**config.mk**
```make
export PLATFORM = sky130hd
export DESIGN_NAME = divmod_recompose
export DESIGN_NICKNAME = d
export VERILOG_FILES = /design/src/rtl/divmod_recompose.sv
export SDC_FILE = /design/constraint.sdc
export NUM_CORES = 2
export LEC_CHECK = 0
export CAP_MARGIN = 0
export CORE_UTILIZATION = 65
export CTS_CLUSTER_DIAMETER = 150
export DETAILED_ROUTE_END_ITERATION = 10
export HOLD_SLACK_MARGIN = 0.05
export PLACE_DENSITY = 0.9
export SYNTH_ARGS = -nofsm -noshare
export SYNTH_HDL_FRONTEND = slang
export SYNTH_SLANG_ARGS = --single-unit
```
**constraint.sdc**
```tcl
create_clock -name Clk -period 36.4 [get_ports Clk]
set_input_delay 7.28 -clock Clk [delete_from_list [all_inputs] [get_ports Clk]]
set_output_delay 7.28 -clock Clk [all_outputs]
set_load 0.05 [all_outputs]
```
**src/rtl/divmod_recompose.sv**
```systemverilog
// divmod_recompose: rebuilds A = Q*B + R with a bit-serial shift-add multiplier
// followed by a single wide add; Start/Done handshake, results held until next Start.
module divmod_recompose #(
  parameter int DATAWIDTH = 64
) (
  input  logic                 Clk,
  input  logic                 Rst,
  input  logic                 Start,
  input  logic [DATAWIDTH-1:0] Q,
  input  logic [DATAWIDTH-1:0] B,
  input  logic [DATAWIDTH-1:0] R,
  output logic                 Busy,
  output logic                 Done,
  output logic [DATAWIDTH-1:0] A,
  output logic                 Ovf,
  output logic                 RemErr
);

  localparam int CW = $clog2(DATAWIDTH);
  localparam logic [CW-1:0] LASTBIT = CW'(DATAWIDTH - 1);

  typedef enum logic [1:0] {IDLE, MUL, ADD, DONE} stateT;

  stateT                  stateReg;
  stateT                  stateNext;
  logic [DATAWIDTH-1:0]   qReg;
  logic [DATAWIDTH-1:0]   rReg;
  logic [DATAWIDTH-1:0]   aReg;
  logic [2*DATAWIDTH-1:0] bShiftReg;
  logic [2*DATAWIDTH-1:0] accReg;
  logic [CW-1:0]          countReg;
  logic                   ovfReg;
  logic                   remErrReg;
  logic [2*DATAWIDTH:0]   sum;

  always_ff @(posedge Clk or posedge Rst) begin
    if (Rst) begin
      stateReg <= IDLE;
    end else begin
      stateReg <= stateNext;
    end
  end

  always_comb begin
    stateNext = stateReg;
    case (stateReg)
      IDLE:    if (Start) stateNext = MUL;
      MUL:     if (countReg == LASTBIT) stateNext = ADD;
      ADD:     stateNext = DONE;
      DONE:    stateNext = IDLE;
      default: stateNext = IDLE;
    endcase
  end

  // One extra top bit so a carry out of the 2W-bit product is still seen as overflow.
  assign sum = {1'b0, accReg} + {{(DATAWIDTH+1){1'b0}}, rReg};

  always_ff @(posedge Clk or posedge Rst) begin
    if (Rst) begin
      qReg      <= '0;
      rReg      <= '0;
      aReg      <= '0;
      bShiftReg <= '0;
      accReg    <= '0;
      countReg  <= '0;
      ovfReg    <= 1'b0;
      remErrReg <= 1'b0;
    end else begin
      case (stateReg)
        IDLE: begin
          if (Start) begin
            qReg      <= Q;
            rReg      <= R;
            bShiftReg <= {{DATAWIDTH{1'b0}}, B};
            accReg    <= '0;
            countReg  <= '0;
            remErrReg <= (R >= B);
          end
        end
        MUL: begin
          // Multiplier consumed LSB first; B pre-shifted so it lands at weight 2^count.
          if (qReg[0]) accReg <= accReg + bShiftReg;
          qReg      <= qReg >> 1;
          bShiftReg <= bShiftReg << 1;
          countReg  <= countReg + CW'(1);
        end
        ADD: begin
          aReg   <= sum[DATAWIDTH-1:0];
          ovfReg <= |sum[2*DATAWIDTH:DATAWIDTH];
        end
        default: ;
      endcase
    end
  end

  always_comb begin
    Busy   = (stateReg != IDLE);
    Done   = (stateReg == DONE);
    A      = aReg;
    Ovf    = ovfReg;
    RemErr = remErrReg;
  end

endmodule
```
==> qor.log <==
[synthesis] fraction of the yosys area taken by sequential cells 33.9%
[cells_and_area] P&R area growth vs syn 14.2%
[sta] Worst Tran Pin Value 1.26 ns
[global_routing] overall fraction of global-route tracks in use 43.8%
[clock_network] clock root buffer sky130_fd_sc_hd__clkbuf_16
[routing] Final ANT Viol Nets 0
[placed_design] worst slack at placement 25.77 ns
[routing] routed length on met3 10800 um
[power_and_ir_drop] VDD IR max 34.8 uV
[sta] Final TNS setup 0 ns
[clock_network] CTS tree yes
[clock_network] CTS max path bufs 3
[clock_network] clock latency reported for the late side of the worst-skew pair 0.62 ns
[sta] Slew headroom 15.1%
[setup_path] depth of the worst register-to-register path 15
[global_routing] wire length of the first global-routing pass 182000 um
[clock_network] Clock Pin Slew Worst Setup and Hold Paths 0.06 ns
[die] area of the core 51400 sq um
[sta] hold violation total from the final report 0
[die] floorplan die area 52900 sq um
[power_and_ir_drop] Power Internal 0.878 mW
[worst_hold_path] class of the tightest hold or removal check reg2reg
[setup_path] cell with the largest stage delay on the worst path sky130_fd_sc_hd__a211oi_1
[global_routing] number of global-route vias before repair 31.9k
[setup_path] critical path arrival 10.70 ns
[routing] mean routed wirelength per cell 24.5 um
[cells_and_area] Core Util, Final 75.1%
[routing] WL met1 45900 um
[setup_path] critical setup path kind in2reg
[power_and_ir_drop] net switching power 0.261 mW
[synthesis] synthesized area divided by synthesized cell count 8.66 sq um
[die] Site Rows 83
[routing] Initial DRC Count 3778
[worst_hold_path] number of cells on the worst hold path 2
[power_and_ir_drop] total power per unit cell area 29.5 nW/um^2
[sta] Final Slew Violations 0
[global_routing] global route total overflow 0
[placed_design] dpl cell area 36700 sq um
[placed_design] half-perimeter wire length after detailed placement 86600 um
[sta] Fin Clk Skew 0.0153 ns
[clock_network] Clock Sinks 458
[clock_network] total clock buffers created by CTS 51
[synthesis] post-synthesis async set-or-reset flop share 100%
[routing] via count 32.6k
[sta] RSZ-0062 raised after global routing false
[synthesis] Post-synth EDFFs 0
[die] Die Width 230 um
[cells_and_area] area of all placed cells without fillers 38600 sq um
[synthesis] Mapped Cells 3906
[die] number of placed I/O pins 263
[synthesis] count of warnings emitted by yosys 0
[sta] achievable clock frequency 97.8 MHz
[synthesis] post-synthesis register bit count 458
[sta] Final Hold Slack 0.481 ns
[sta] final setup vio count 0
[run] MaxCap Viol Count 0
[routing] residual DRC count 0
[placed_design] GPL Wtd Cong 1.05
[clock_network] CTS-repair resized insts 0
[global_routing] antenna violations before repair 14
[cells_and_area] commonest cells after routing, fill and taps aside sky130_fd_sc_hd__nand2_1, sky130_fd_sc_hd__dfrtp_1, sky130_fd_sc_hd__o21ai_0, sky130_fd_sc_hd__a21oi_1, sky130_fd_sc_hd__clkdlybuf4s50_1
[clock_network] buffer count from post-CTS setup fixing 0
[synthesis] Netlist cell types 98
[setup_path] Worst Setup End Kind register
[global_routing] maximum number of pins on one net before global-route repair 129
[power_and_ir_drop] Seq pwr share 44.7%
[routing] met2 WL post-DR 53400 um
[power_and_ir_drop] power share of the combinational group 4.9%
[setup_path] most common cell type on the critical path sky130_fd_sc_hd__o21ai_0
[placed_design] DP Cell Count 4666
[die] Starting Density 65.8%
[clock_network] # hold bufs at CTS 0
[cells_and_area] Nets 4497
[cells_and_area] most common cell after layout, fill and taps aside sky130_fd_sc_hd__nand2_1
[setup_path] max incr delay on CP 0.55 ns
[placed_design] buffers added on ports 262
[synthesis] nets in the synthesized netlist 4364
[setup_path] crit path max fanout 2
[routing] Total Routed Length 117000 um
[sta] slack of the critical path 26.17 ns
[setup_path] startpoint types input pin
[setup_path] CP Data Required Time 36.88 ns
[outcome] outcome finished clean
[cells_and_area] Layout Cells excl Fill 4775
[power_and_ir_drop] Clock power frac 50.4%
[setup_path] register-to-register setup slack 30.89 ns
[routing] per-cell via count in the routed design 6.83
[power_and_ir_drop] P_leak 18.2 nW
[synthesis] flip-flop cell with the highest count after synthesis sky130_fd_sc_hd__dfrtp_1
[sta] share of the clock period used by the worst path 28.1%
[setup_path] ordered list of cells on the worst path clkdlybuf4s50_1 > inv_1 > ha_1 > a21o_1 > a21oi_1 > nor2b_1 > o21ai_0 > nand2b_1 > a21oi_1 > nor2b_1 > o21ai_0 > nand2b_1 > a211oi_1 > o21ai_0 > a221oi_1 > o21ai_0
[sta] final period demand of the worst path 10.23 ns
[routing] highest metal used met5
[die] die boundary height 230 um
[clock_network] CTS H-Tree Depth 2
[power_and_ir_drop] Power Total 1.14 mW
[cells_and_area] share of layout cells above drive strength 1 7.15%
[synthesis] post-synthesis instance area 33800 sq um
[power_and_ir_drop] switching power as a share of total power 22.9%
[routing] first-pass detailed-route iteration total 8
-- metal layers --
layer | global-route usage (%) | vias up
met5 | 0 | -
met1 | 56.0 | 15700
met4 | 24.1 | 2
met2 | 70.0 | 1876
li1 | - | 14600
met3 | 8.40 | 464
-- cells by family (layout without fill, tap and decap cells) --
kind of cell / Yosys count / count (layout) / share of synthesized area [%]
adders and majority gates: 263 / 263 / 9.78
xor gates and xnor gates: 192 / 192 / 4.97
other: 0 / 13 / 0
buffers and inverters: 343 / 519 / 3.94
muxes: 265 / 265 / 8.30
DFF: 458 / 458 / 33.9
AOI/OAI and AO/OA: 1189 / 1189 / 22.1
and+or+nand+nor: 1196 / 1196 / 17.0
-- power by group through the flow --
stage | Sequential, mW | Combinational (mW) | Clock, mW
2_1_floorplan | 0.519 | 0.0205 | 0
3_3_place_gp | 0.518 | 0.0522 | 0
3_5_place_dp | 0.518 | 0.0538 | 0
4_1_cts | 0.509 | 0.0557 | 0.574
5_1_grt | 0.509 | 0.0611 | 0.592
6_report | 0.509 | 0.0561 | 0.573
-- cell type report --
cell class,instances,area (sq um)
Multi-Input combinational cell,3105,21100
Fill cell,3690,12800
Sequential cell,458,11500
Timing Repair Buffer,287,2810
Clock buffer,69,1460
Tap cell,680,851
Inverter,136,518
Clock inverter,27,405
Antenna cell,13,32.5
-- critical path, delay by kind of cell --
kind | cells | cell delay, ns
simple gates | 4 | 0.45
compound gates | 9 | 2.13
fa+ha+maj | 1 | 0.31
buf+inv | 2 | 0.54
-- path summary, 6_finish.rpt --
check                              from  endpoint
max in group asynchronous           Rst  rReg[47]
worst max register to register  rReg[0]       Ovf
worst min register to register  qReg[7]   qReg[7]
min in group asynchronous           Rst  qReg[45]
worst max-delay path              B[41]    RemErr
worst min-delay path            qReg[7]   qReg[7]
-- sequential cells by signal (all words and copies together), names as in the netlist --
name	cells
countReg	6
A	64
stateReg	2
rReg	64
RemErr	1
bShiftReg	128
qReg	64
accReg	128
Ovf	1
-- cells in the mapped netlist (all sizes together), types with 22 or more instances --
cell type | instances | area, sq um
a211oi | 31 | 243
a21o | 96 | 721
a21oi | 307 | 1550
a22o | 79 | 692
and3 | 34 | 213
buf | 38 | 188
clkbuf | 169 | 636
dfrtp | 458 | 11500
ha | 261 | 3270
inv | 136 | 510
mux2 | 123 | 1390
mux2i | 142 | 1420
nand2 | 487 | 1830
nand2b | 22 | 138
nand3 | 102 | 515
nand4 | 124 | 782
nor2 | 190 | 713
nor2b | 28 | 175
nor3 | 63 | 325
nor4 | 32 | 206
o21a | 31 | 233
o21ai | 411 | 2070
o21bai | 48 | 364
or3 | 22 | 148
xnor2 | 107 | 937
xor2 | 85 | 744
Note: power is estimated with default switching activity, not from simulation.
